### src/rtl/ram_pkg.sv
// Shared definitions for the dual-port RAM with clear sequencer.
package ram_pkg;

    // Controller states: sweeping the array to INIT_VAL, or serving ports.
    typedef enum logic {
        ST_IDLE  = 1'b0,
        ST_CLEAR = 1'b1
    } state_t;

    // Same-address read-during-write behaviour selectors.
    localparam int RDW_READ_OLD    = 0;
    localparam int RDW_WRITE_FIRST = 1;

endpackage

### src/rtl/ram_clr_seq.sv
// Clear sequencer: walks every address writing INIT_VAL after reset or on
// a clr request, and flags busy while the sweep is running.
module ram_clr_seq
    import ram_pkg::*;
#(
    parameter int              ADDR_W   = 2,
    parameter int              DATA_W   = 8,
    parameter logic [DATA_W-1:0] INIT_VAL = '0
) (
    input  logic              clk,
    input  logic              rst,
    input  logic              clr,
    output logic              busy,
    output logic              clr_we,
    output logic [ADDR_W-1:0] clr_addr,
    output logic [DATA_W-1:0] clr_data
);

    localparam logic [ADDR_W-1:0] PTR_LAST = '1;

    state_t            state_q, state_d;
    logic [ADDR_W-1:0] ptr_q, ptr_d;

    // State and sweep pointer registers; reset always restarts a full sweep.
    always_ff @(posedge clk) begin
        // NOTE: registers take non-blocking assignments so every flop samples pre-edge values.
        if (rst) begin
            state_q <= ST_CLEAR;
            ptr_q   <= '0;
        end else begin
            state_q <= state_d;
            ptr_q   <= ptr_d;
        end
    end

    // Next-state and pointer: clr always restarts the sweep from address 0.
    always_comb begin
        // NOTE: defaults first so no path leaves a signal unassigned (no latch).
        state_d = state_q;
        ptr_d   = ptr_q;
        case (state_q)
            ST_CLEAR: begin
                if (clr) begin
                    ptr_d = '0;
                end else if (ptr_q == PTR_LAST) begin
                    state_d = ST_IDLE;
                    ptr_d   = '0;
                end else begin
                    ptr_d = ptr_q + 1'b1;
                end
            end
            default: begin
                if (clr) begin
                    state_d = ST_CLEAR;
                    ptr_d   = '0;
                end
            end
        endcase
    end

    // Outputs decoded from state; no memory write while reset is held.
    always_comb begin
        busy     = (state_q == ST_CLEAR);
        clr_we   = busy & ~rst;
        clr_addr = ptr_q;
        clr_data = INIT_VAL;
    end

endmodule

### src/rtl/ram_dp_clr.sv
// Simple dual-port RAM (one write, one registered read port) with a
// selectable read-during-write policy and a built-in clear sweep.
module ram_dp_clr
    import ram_pkg::*;
#(
    parameter int                DATA_W   = 8,
    parameter int                ADDR_W   = 2,
    parameter logic [DATA_W-1:0] INIT_VAL = '0,
    parameter int                RDW_MODE = RDW_READ_OLD
) (
    input  logic              clk,
    input  logic              rst,
    input  logic              clr,
    input  logic              wr_en,
    input  logic [ADDR_W-1:0] wr_addr,
    input  logic [DATA_W-1:0] wr_data,
    input  logic              rd_en,
    input  logic [ADDR_W-1:0] rd_addr,
    output logic [DATA_W-1:0] rd_data,
    output logic              rd_valid,
    output logic              busy
);

    localparam int DEPTH = 1 << ADDR_W;

    logic [DATA_W-1:0] mem [DEPTH];

    logic              clr_we;
    logic [ADDR_W-1:0] clr_addr;
    logic [DATA_W-1:0] clr_data;
    logic              mem_we;
    logic [ADDR_W-1:0] mem_addr;
    logic [DATA_W-1:0] mem_din;
    logic [DATA_W-1:0] rd_next;

    ram_clr_seq #(
        .ADDR_W   (ADDR_W),
        .DATA_W   (DATA_W),
        .INIT_VAL (INIT_VAL)
    ) u_clr_seq (
        .clk      (clk),
        .rst      (rst),
        .clr      (clr),
        .busy     (busy),
        .clr_we   (clr_we),
        .clr_addr (clr_addr),
        .clr_data (clr_data)
    );

    // Write-port mux: the sweep owns the port while busy, user port otherwise.
    always_comb begin
        mem_we   = clr_we | (wr_en & ~busy & ~rst);
        mem_addr = busy ? clr_addr : wr_addr;
        mem_din  = busy ? clr_data : wr_data;
    end

    // Storage array write.
    always_ff @(posedge clk) begin
        // NOTE: storage has no reset; the clear sweep initialises it instead.
        if (mem_we) begin
            mem[mem_addr] <= mem_din;
        end
    end

    // Read source: bypass write data on same-address collision in write-first mode.
    always_comb begin
        rd_next = mem[rd_addr];
        if (RDW_MODE == RDW_WRITE_FIRST && wr_en && (wr_addr == rd_addr)) begin
            rd_next = wr_data;
        end
    end

    // Registered read data and one-cycle valid; ports ignored while busy.
    always_ff @(posedge clk) begin
        if (rst) begin
            rd_data  <= '0;
            rd_valid <= 1'b0;
        end else if (busy) begin
            rd_valid <= 1'b0;
        end else begin
            rd_valid <= rd_en;
            if (rd_en) begin
                rd_data <= rd_next;
            end
        end
    end

endmodule

### config.mk
export PLATFORM = sky130hd
export DESIGN_NAME = ram_dp_clr
export DESIGN_NICKNAME = d
export VERILOG_FILES = /design/src/rtl/ram_pkg.sv /design/src/rtl/ram_clr_seq.sv /design/src/rtl/ram_dp_clr.sv
export SDC_FILE = /design/constraint.sdc
export NUM_CORES = 1
export LEC_CHECK = 0
export CAP_MARGIN = 15
export CORE_ASPECT_RATIO = 0.9
export CORE_MARGIN = 10
export CORE_UTILIZATION = 35
export CTS_CLUSTER_DIAMETER = 60
export CTS_CLUSTER_SIZE = 25
export DETAILED_ROUTE_END_ITERATION = 12
export PLACE_DENSITY = 0.64
export SETUP_SLACK_MARGIN = 0.3
export SYNTH_ARGS = -nofsm -noshare
export SYNTH_HDL_FRONTEND = slang
export SYNTH_HIERARCHICAL = 1
export SYNTH_SLANG_ARGS = --single-unit
### constraint.sdc
create_clock -name clk -period 2.3 [get_ports clk]
set_input_delay 0.345 -clock clk [delete_from_list [all_inputs] [get_ports clk]]
set_output_delay 0.345 -clock clk [all_outputs]
set_load 0.05 [all_outputs]
* Yosys cells after proc, flatten, opt, wreduce, memory -nomap -nowiden *
Memory sizes are Yosys's and may differ from the RTL's. A register that Yosys moved wholly into a read port is not among the register bits.
Cells that the tools add are included.

word-level totals
  register bits = 4
  latch bits = 0
  RAM bits = 32
  bits in read-only memories = 0
  output and inout port bits = 10
  logic and storage cells = 27
  memories kept = 1

operators by class
  add/sub/neg operators = 1
  $mul = 0
  divide/modulo/power cells = 0
  magnitude comparators = 0
  eq/ne operators = 1
  shifts and indexed selects = 0
  muxes and demuxes = 12
  bitwise operators = 6
  reductions and logical operators = 3

memories
  name  words  width  rd ports  clocked after memory_dff  write ports  RTL line          source
  mem   4      8      1         1                         1            ram_dp_clr.sv:26  logic [DATA_W-1:0] mem [DEPTH];

operator list
  kind                                                            number
  2-bit 2-to-1 mux                                                5
  8-bit 2-to-1 mux                                                1
  1-bit 2-to-1 mux                                                6
  1-bit AND                                                       3
  2-bit by 1-bit adder with 2-bit output (second input constant)  1
  2-bit == test (second input constant)                           1
  1-bit NOT                                                       2
  2-bit AND reduction                                             1
  2-bit nonzero test                                              1
  2-bit OR reduction                                              1
  1-bit OR                                                        1

* Longest topological paths before layout *
Gate-level depths: netlist of run 1.

  word-level depth = 6
  depth in mapped cells = 5

* Hierarchy *
Netlist of run 1, hierarchy kept.

modules (own cells, without submodules)
  module       instances  cells each  area an instance (sq um)  seq. area each (sq um)
  ram_dp_clr   1          107         1,660.3                   1,141.1
  ram_clr_seq  1          22          198.9                     60.1

* Worst setup path before layout of run 1 *
OpenSTA, ideal clock, no wires.

  kind = flip-flop to flip-flop
  start point = register u_clr_seq.state_q (netlist: u_clr_seq/busy)
  end point = memory mem[0][0] (enable)
  library setup time = 0.375 ns
  arrival = 1.681 ns
  data required time = 1.925 ns
  setup slack = 0.244 ns
  cell stages (with the launch flop) = 4
  period minus slack after synthesis = 2.056 ns
  cells stage by stage = dfxtp_1 buf_6 mux2_2 a21oi_1

on the way
  longest elaborated chain between the ends = 6
  elaborated cells on any way between the ends = 8
  classes of those cells = mux (3); bitwise (5)

RTL lines
  item                                    RTL line           source
  from (decl)                             ram_clr_seq.sv:21  state_t state_q, state_d;
  from (signal assigned)                  ram_clr_seq.sv:31  state_q <= state_d;
  1-bit NOT (no source line)              n/a
  1-bit AND (2 in series)                 ram_dp_clr.sv:52   mem_we = clr_we | (wr_en & ~busy & ~rst);
  1-bit OR                                ram_dp_clr.sv:52
  1-bit 2-to-1 mux                        ram_dp_clr.sv:60   if (mem_we) begin
  1-bit 2-to-1 mux (implied by the code)  ram_dp_clr.sv:61   mem[mem_addr] <= mem_din;
  to (decl)                               ram_dp_clr.sv:26

Several ways; a longest one is shown, not always the timed one.

* Final worst setup path of run 1 *
  start point = register rd_data[2], read port of mem
  end point = output rd_data[2]

RTL lines
  item         RTL line          source
  from (decl)  ram_dp_clr.sv:19  output logic [DATA_W-1:0] rd_data,

No word-level cell between the ends.

==> results of run 1 <==
-- Yosys cell counts (2+ instances only) --
| master | count | share of area (%) |
|---|---|---|
| dfxtp_1 | 12 | 13 |
| nor2b_1 | 4 | 1.3 |
| o21ai_0 | 3 | 0.81 |
| buf_2 | 4 | 1.1 |
| o22ai_1 | 7 | 2.4 |
| clkbuf_1 | 2 | 0.40 |
| mux2_2 | 9 | 5.5 |
| nor2_1 | 6 | 1.2 |
| buf_4 | 8 | 3.2 |
| mux2i_1 | 18 | 9.7 |
| edfxtp_1 | 32 | 52 |
| a21o_1 | 7 | 2.8 |
| a21oi_1 | 4 | 1.1 |
-- routing by layer --
metal | up-vias | part of all wire [%] | track usage [%]
li1 | 528 | - | -
met1 | 518 | 41 | 8.26
met2 | 21 | 53 | 15.4
met3 | 6 | 4.4 | 3.25
met4 | 0 | 1.5 | 3.75
met5 | - | 0 | 0
-- cells by family after synthesis --
kind of cell	Yosys count
buffers and inverters	16
DFF	44
other	1
adders and majority gates	1
and+or+nand+nor	17
AOI/OAI and AO/OA	23
muxes	27
-- per-stage QoR --
stage	setup slack (ns)	cells	utilization, %
after global placement	0.350	220	41.9
after floorplan	0.456	136	-
after global routing	0.437	228	43.5
after CTS	0.389	228	43.4
final	0.500	228	43.5
after detailed placement	0.221	220	41.9
-- sequential cells by signal, summed over array words and instances, names as in the netlist --
name                count
mem                    32
rd_data                 8
u_clr_seq/clr_addr      2
rd_valid                1
u_clr_seq/busy          1
-- timing repair --
item,CTS,global route
hold endpoints to repair,0,0
cloned,0,0
setup endpoints to repair,1,25
pin swaps,0,0
gates resized for setup,1,1
-- worst max path at each step --
stage	startpoint	end	cells past startpoint
finish	rd_data[2]	rd_data[2]	1
global route	u_clr_seq/busy	mem[2][6]	5
CTS	u_clr_seq/busy	busy	1
detailed placement	rst	mem[3][3]	5
global placement	rst	rd_data[0]	4
floorplan	u_clr_seq/busy	mem[0][0]	3
-- power by group --
part	switching [mW]	internal (mW)	leakage [nW]
logic	0.0462	0.0540	0.469
registers	0.00606	0.869	0.391
clock network	0.240	0.207	0.0403
total	0.292	1.13	0.900
-- area by class of cell --
cell class	count	area, sq um
well taps	67	83.8
fillers	472	2930
repair buffers	32	304
clock buffers	6	72.6
multi-input cells	76	582
clock inverters	2	7.51
flip-flops and latches	44	1200
inverters	1	3.75
==> results.md, run 1 <==
- Status: finished clean
- Peak supply drop: 0.000204 V
- Max frequency: 556 MHz
- Post-Syn Instances: 129
- Die Y: 89.1 microns
- CTS max path bufs: 2
- Total count of max-transition violations in the final report: 0
- First-pass GRT wire length: 5.61 mm
- Post-route cell area: 2260 sq um
- Min-delay src: rd_data[6]
- GRT Overall Usage: 8.33%
- Post-synthesis compound-gate area fraction: 7.94%
- Final #Nets: 178
- Hold path endpoint: rd_data[6]
- Tightest hold margin: 0.457 ns
- Origin of the critical flop-to-flop path: u_clr_seq/busy
- Drt pass-1 iters: 4
- Unrepaired setup endpoints after global routing: false
- Routed WL per cell: 15.2 microns
- Largest net degree at the start of global routing: 23
- Post-DP HPWL: 2.46 mm
- Fin crit share: 78.3%
- Antenna Nets Post-Route: 0
- Io pins: 27
- Final setup vio count: 0
- Synth Flop Type: edfxtp_1
- Final clock skew: 0.00516 ns
- Commonest cells after routing, fill and taps aside: 32 x edfxtp_1, 25 x clkdlybuf4s50_1, 18 x mux2i_1
- Final wirelength: 3.46 mm
- Crit. End Element: output port
- CTS buffer count: 5
- CP Data Required Time: 1.96 ns
- IO Port Bufs: 26
- Yosys warns: 6
- Startpoint types: flop
- WP buf/inv: 1
- CTS tree: built
- Total power: 1.42 mW
- Syn Area/Cell: 14.4 sq um
- Largest family of logic cells by synthesized area: multiplexers
- Hold Vio Cnt, Final: 0
- CP top delay family: buffers and inverters
- Setup TNS: 0 ns
- Synthesized area: 1860 sq um
- Hold Path Depth: 1
- FP Rows: 25
- Post-synth EDFFs: 32
- R2R depth: 5
- Worst slew margin: 65.0%
- PwrDens: 630 nW/um^2
- Layout area overhead: 21.5%
- Root Buffer: clkbuf_8
- Number of synthesized register bits: 44
- Reg2Reg Setup Slack: 0.56 ns
- Number of global-route vias before repair: 1130
- Placer Congestion: 0.747
- DR vias: 1073
- Reg2Reg Capture Point: mem[3][7]
- First DRT Iteration DRCs: 26
- Worst Tran Pin Value: 0.524 ns
- Worst path max stage delay: 0.82 ns
- Area of the core: 5190 sq um
- Critical Path Slowest Stage Cell: clkdlybuf4s50_1
- Initial antenna violation count: 0
- Share of cells above drive strength 1: 14.3%
- Crit Path Max Fanout: 2
- Initial Util: 35.8%
- Die Wd: 96.8 microns
- Multiplexer area fraction after synthesis: 15.1%
- # clock sinks: 44
- Xor-xnor portion of the synthesized cell area: 0%
- Library cells used by synthesis: 26
- Synth Area in Adders: 0.673%
- Worst Hold Class: flop to flop
- Path type of the worst setup path: flop to output port
- Worst endpoint data arrival time: 1.46 ns
- # H-tree levels: 2
- Clock Latency Late Sink: 0.29 ns
- Most common cell after layout, fill and taps aside: edfxtp_1
- Post-synthesis sequential area ratio: 64.6%
- Post-CTS Setup Bufs: 0
- Post-DP Area: 2180 sq um
- Worst-path clk slew: 0.07 ns
- DRC: 0
- Vias per inst: 4.71
- Synthesized-area fraction occupied by and/or/nand/nor cells: 5.92%
- Antenna diodes: 0
- CP cell instances: clkdlybuf4s50_1
- Fin crit period: 1.80 ns
- DIE AREA: 8630 sq um
- Max cap viols: 0
- Overflow after GRT: 0
- Leakage: 0.900 nW
- CTS Hold Buffers Added: 0
- Async SR Flop Fraction: 0%
(Power assumes the default switching activity.)
==> run 2, diff against run 1 <==
--- a/config.mk
+++ b/config.mk
@@ -12,7 +12,7 @@
 export CTS_CLUSTER_DIAMETER = 60
 export CTS_CLUSTER_SIZE = 25
 export DETAILED_ROUTE_END_ITERATION = 12
-export PLACE_DENSITY = 0.64
+export PLACE_DENSITY = 0.67
 export SETUP_SLACK_MARGIN = 0.3
 export SYNTH_ARGS = -nofsm -noshare
 export SYNTH_HDL_FRONTEND = slang
==> constraint.sdc (replaced) <==
create_clock -name clk -period 1.65 [get_ports clk]
set_input_delay 0.2475 -clock clk [delete_from_list [all_inputs] [get_ports clk]]
set_output_delay 0.2475 -clock clk [all_outputs]
set_load 0.05 [all_outputs]
==> run 2 against run 1 <==
Sequential power increased by 39%. Clock skew increased by 0.0046 ns. Register-to-register slack got worse by 0.38 ns. Critical path type is now flop to flop. Critical endpoint is now mem[0][6].
==> results.md, run 2 (synthesis results as in run 1) <==
- Status: finished clean
- First DRT Iteration DRCs: 43 (+65%)
- Routed met1 length: 1.39 mm (-1.6%)
- IO Port Bufs: 26 (unchanged)
- Root Buffer: clkbuf_8
- Layout area overhead: 38.1%
- CTS Hold Buffers Added: 0 (unchanged)
- Metal2 WL: 2.10 mm (+14%)
- FP Rows: 25 (unchanged)
- Initial Util: 35.8% (unchanged)
- Final #Nets: 188 (+5.6%)
- DR WL met3: 177 microns (+16%)
- Path type of the worst setup path: flop to flop
- Fin crit share: 89.0%
- Fin crit period: 1.47 ns
- Placer Congestion: 0.744 (-0.37%)
- Worst endpoint data arrival time: 1.44 ns (-0.02 ns)
- Worst-path clk slew: 0.08 ns (about the same)
- Max Used Layer: met4
- Vias per inst: 4.78 (+1.6%)
- Total count of max-transition violations in the final report: 0 (unchanged)
- Final setup vio count: 0 (unchanged)
- Share of cells above drive strength 1: 39.8% (+25 points)
- Max cap viols: 0 (unchanged)
- Worst Hold Class: flop to flop
- Commonest cells after routing, fill and taps aside: 32 x edfxtp_1, 17 x mux2i_1, 16 x buf_4
- # clock sinks: 44 (unchanged)
- PwrDens: 808 nW/um^2 (+28%)
- Max frequency: 681 MHz
- Peak supply drop: 0.000341 V (+67%)
- DIE AREA: 8630 sq um (unchanged)
- Antenna diodes: 0 (unchanged)
- CP Data Required Time: 1.62 ns (-0.34 ns)
- Final wirelength: 3.72 mm (+7.5%)
- Startpoint types: flop
- Routed WL per cell: 15.6 microns (+2.9%)
- Top reg by flops: mem
- # H-tree levels: 2 (unchanged)
- CTS buffer count: 5 (unchanged)
- Io pins: 27 (unchanged)
- Core Util, Final: 49.4% (+6.0 points)
- DRC: 0 (unchanged)
- Worst path max stage delay: 0.39 ns (-0.43 ns)
- Largest net degree at the start of global routing: 17 (-26%)
- Area of the core: 5190 sq um (unchanged)
- Die Wd: 96.8 microns (unchanged)
- Antenna Nets Post-Route: 0 (unchanged)
- First-pass GRT wire length: 6.07 mm (+8.3%)
- CTS max path bufs: 2 (unchanged)
- Most common cell after layout, fill and taps aside: edfxtp_1
- Crit Path Max Fanout: 9 (+7)
- Leakage: 1.03 nW (+14%)
- Clock Latency Late Sink: 0.29 ns (about the same)
- CTS tree: built
- Post-DP HPWL: 2.74 mm (+12%)
- Total power: 2.08 mW (+46%)
- Crit. End Element: flop
- Post-DP Area: 2330 sq um (+7.1%)
- Setup TNS: 0 ns (unchanged)
- Die Y: 89.1 microns (unchanged)
- Tightest hold margin: 0.453 ns (-0.00438 ns)
- Final clock skew: 0.00973 ns (+0.00458 ns)
- Critical Path Slowest Stage Cell: dfxtp_4
- CP cell instances: buf_6 -> nand3b_1 -> a21oi_4
- Overflow after GRT: 0 (unchanged)
- DR vias: 1138 (+6.1%)
- Unrepaired setup endpoints after global routing: true
- Drt pass-1 iters: 4 (unchanged)
- Largest register FFs: 32 (unchanged)
- Post-route cell area: 2570 sq um (+14%)
- Number of global-route vias before repair: 1217 (+7.7%)
- Initial antenna violation count: 0 (unchanged)
- GRT Overall Usage: 9.03% (+0.70 points)
- Hold Vio Cnt, Final: 0 (unchanged)
## run 2: cell types whose count changed in the layout (fill, tap and decap cells not counted), sizes merged
cell / delta
buf: +20
clkdlybuf4s50: -10
## run 2: metal layers
metal	GRT usage, %	vias to the layer above
met5	0	-
met4	4.28	0
met3	3.25	4
met2	17.1	20
met1	8.70	564
li1	-	550
## run 2: layout make-up
cell class | count | area (sq um)
inverter | 1 | 6.26
fill | 450 | 2630
clock buffer | 6 | 82.6
sequential | 44 | 1200
multi-input combinational | 76 | 744
clock inverter | 2 | 10.0
tap | 67 | 83.8
timing repair buffer | 42 | 435
## run 2: power by group
| part | internal, mW | leakage [nW] | switching, mW |
|---|---|---|---|
| combinational | 0.0954 | 0.584 | 0.0832 |
| clock | 0.334 | 0.0510 | 0.342 |
| sequential | 1.21 | 0.391 | 0.00986 |
| total | 1.64 | 1.03 | 0.435 |
## run 2: metrics by stage
stage	std cells	worst slack, ns
6_report	238	0.182
3_5_place_dp	224	-0.267
5_1_grt	238	0.0946
4_1_cts	234	0.203
2_1_floorplan	136	0.127
3_3_place_gp	224	-0.178
## run 2: path summary, 6_finish.rpt
check / startpoint / cells past startpoint / slack, ns / endpoint
max: u_clr_seq/busy / 3 / 0.18 / mem[0][6]
min: rd_data[1] / 1 / 0.45 / rd_data[1]
max reg2reg: u_clr_seq/busy / 3 / 0.18 / mem[0][6]
min reg2reg: rd_data[1] / 1 / 0.45 / rd_data[1]
## run 2: repair_timing
action / in CTS / in global routing
resized for setup: 11 / 8
pin swaps: 5 / 4
setup buffers: 2 / 4
endpoints found under the setup margin: 40 / 40
## run 2: worst max-delay path, delay by kind of cell, from the launching register on
kind / cells / cell delay, ns
AND/OR/NAND/NOR: 1 / 0.22
buffers and inverters: 1 / 0.17
flip-flops: 1 / 0.39
AO/OA/AOI/OAI: 1 / 0.35
==> run 3, diff against run 2 <==
--- a/config.mk
+++ b/config.mk
@@ -7,7 +7,6 @@
 export LEC_CHECK = 0
 export CAP_MARGIN = 15
 export CORE_ASPECT_RATIO = 0.9
-export CORE_MARGIN = 10
 export CORE_UTILIZATION = 35
 export CTS_CLUSTER_DIAMETER = 60
 export CTS_CLUSTER_SIZE = 25
==> run 3 against run 2 <==
Global-route usage increased by 5.2 points. Clock power grew 3.1%. Via count increased by 0.18%. Wire length is 4.5% lower. First-iteration DRC count up 7.0%. Count of clock-buffer cells in the layout is 1 higher. Clock skew shrank 0.0052 ns. Cell count up 0.84%. Critical path depth increased by 2. Sequential power hardly changed. Maximum frequency rose by 3.5%. Hold slack improved by 0.00076 ns. Critical path type unchanged. Highest routed layer unchanged.
==> results.md, run 3 (synthesis results as in run 1) <==
- Status: finished clean
- IO Port Bufs: 26 (unchanged)
- Core Util, Final: 52.3% (+2.8 points)
- Largest register FFs: 32 (unchanged)
- Fin cells: 240 (+0.84%)
- CTS Hold Buffers Added: 0 (unchanged)
- Switching part of the total: 21.4% (+0.47 points)
- First DRT Iteration DRCs: 46 (+7.0%)
- DRC: 0 (unchanged)
- Clock power share: 33.1% (+0.5 points)
- Root Buffer: clkbuf_8
- Tightest hold margin: 0.454 ns (+0.000756 ns)
- Cells after DPL: 223 (-0.45%)
- DR vias: 1140 (+0.18%)
- Post-DP HPWL: 2.46 mm (-10%)
- Antenna Nets Post-Route: 0 (unchanged)
- Sw power: 0.450 mW (+3.6%)
- Routed met1 length: 1.37 mm (-0.94%)
- Leakage: 1.05 nW (+2.2%)
- Max frequency: 705 MHz (+3.5%)
- Worst Hold Class: flop to flop
- Max Used Layer: met4
- Flop pwr share: 58.1% (-0.7 points)
- Startpoint types: flop
- Metal2 WL: 1.99 mm (-5.2%)
- Layout area overhead: 40.2%
- Initial Util: 37.3% (+1.5 points)
- Area of the core: 4980 sq um (-4.0%)
- Most common cell after layout, fill and taps aside: edfxtp_1
- CTS buffer count: 5 (unchanged)
- # H-tree levels: 2 (unchanged)
- Share of cells above drive strength 1: 40.0% (+0.23 points)
- Unrepaired setup endpoints after global routing: true
- Final wirelength: 3.55 mm (-4.5%)
- DIE AREA: 5610 sq um (-35%)
- CTS tree: built
- Largest net degree at the start of global routing: 14 (-3)
- Fin crit period: 1.42 ns (-0.0495 ns)
- Placer Congestion: 0.726 (-2.5%)
- Crit Path Max Fanout: 8 (-1)
- Final setup vio count: 0 (unchanged)
- Commonest cells after routing, fill and taps aside: 32 x edfxtp_1, 20 x buf_4, 17 x mux2i_1
- Antenna diodes: 0 (unchanged)
- Vias per inst: 4.75 (-0.66%)
- PwrDens: 807 nW/um^2 (-0.23%)
- Worst endpoint data arrival time: 1.44 ns (about the same)
- Number of global-route vias before repair: 1224 (+0.58%)
- FP Rows: 24 (-4.0%)
- CTS max path bufs: 2 (unchanged)
- Internal power: 1.65 mW (+0.67%)
- Max cap viols: 0 (unchanged)
- Drt pass-1 iters: 4 (unchanged)
- Clock Latency Late Sink: 0.30 ns (about the same)
- First-pass GRT wire length: 5.71 mm (-5.9%)
- Routed WL per cell: 14.8 microns (-5.3%)
- Die Wd: 78.8 microns (-19%)
- Initial antenna violation count: 0 (unchanged)
- Combinational Power Share: 8.8% (+0.2 points)
- Peak supply drop: 0.000285 V (-17%)
- CP Data Required Time: 1.67 ns (+0.05 ns)
- Overflow after GRT: 0 (unchanged)
- GRT Overall Usage: 14.2% (+5.2 points)
- Hold Vio Cnt, Final: 0 (unchanged)
- DR WL met3: 124 microns (-30%)
- Total count of max-transition violations in the final report: 0 (unchanged)
- Fin crit share: 86.0% (-3.0 points)
- Crit. End Element: flop
- Final clock skew: 0.00451 ns (-0.00522 ns)
- Path type of the worst setup path: flop to flop
- Setup TNS: 0 ns (unchanged)
- Final #Nets: 192 (+2.1%)
- Top reg by flops: mem
- # clock sinks: 44 (unchanged)
- Io pins: 27 (unchanged)
- Die Y: 71.1 microns (-20%)
- Worst-path clk slew: 0.08 ns (about the same)
## run 3: layout make-up
class                   instances  area, sq um
clock buffers                   7         86.3
multi-input cells              76          742
well taps                      65         81.3
fillers                       433         2380
inverters                       1         6.26
flip-flops and latches         44         1200
repair buffers                 46          478
clock inverters                 1         7.51
## run 3: path summary, 6_finish.rpt
check / slack [ns] / endpoint / from / cells after the start
worst min-delay path: 0.45 / rd_data[6] / rd_data[6] / 1
worst max-delay path: 0.23 / mem[2][7] / u_clr_seq/busy / 5
worst min register to register: 0.45 / rd_data[6] / rd_data[6] / 1
worst max register to register: 0.23 / mem[2][7] / u_clr_seq/busy / 5
## run 3: power groups by stage
stage	registers [mW]	clock network, mW	logic [mW]
global placement	1.25	0	0.157
detailed placement	1.25	0	0.162
finish	1.22	0.697	0.184
floorplan	1.24	0	0.100
CTS	1.22	0.715	0.179
global route	1.22	0.757	0.198
## run 3: stage by stage
step           area [sq um]  setup WS (ns)  power, mW
6_report               2610          0.231       2.10
3_5_place_dp           2350         -0.233       1.41
4_1_cts                2550          0.235       2.12
2_1_floorplan          2010          0.127       1.34
3_3_place_gp           2350         -0.156       1.40
5_1_grt                2610          0.174       2.18
## run 3: critical path, stage by stage, from the launching register on
cell and delay (ns):
dfxtp_4 0.39, inv_4 0.05, nor2_4 0.12, nand3b_1 0.22
a21oi_4 0.22, buf_12 0.14
## run 3: per-layer routing
| layer | global-route usage, % | up-vias |
|---|---|---|
| met3 | 3.87 | 5 |
| met1 | 15.0 | 560 |
| met5 | 0 | - |
| li1 | - | 553 |
| met4 | 6.06 | 0 |
| met2 | 26.4 | 22 |
## run 3: timing repair
item / 4_1_cts / 5_1_grt
pin swaps: 4 / 1
buffers inserted: 5 / 4
cloned: 0 / 0
setup endpoints to repair: 40 / 48
resized for setup: 13 / 6
hold endpoints to repair: 0 / 0
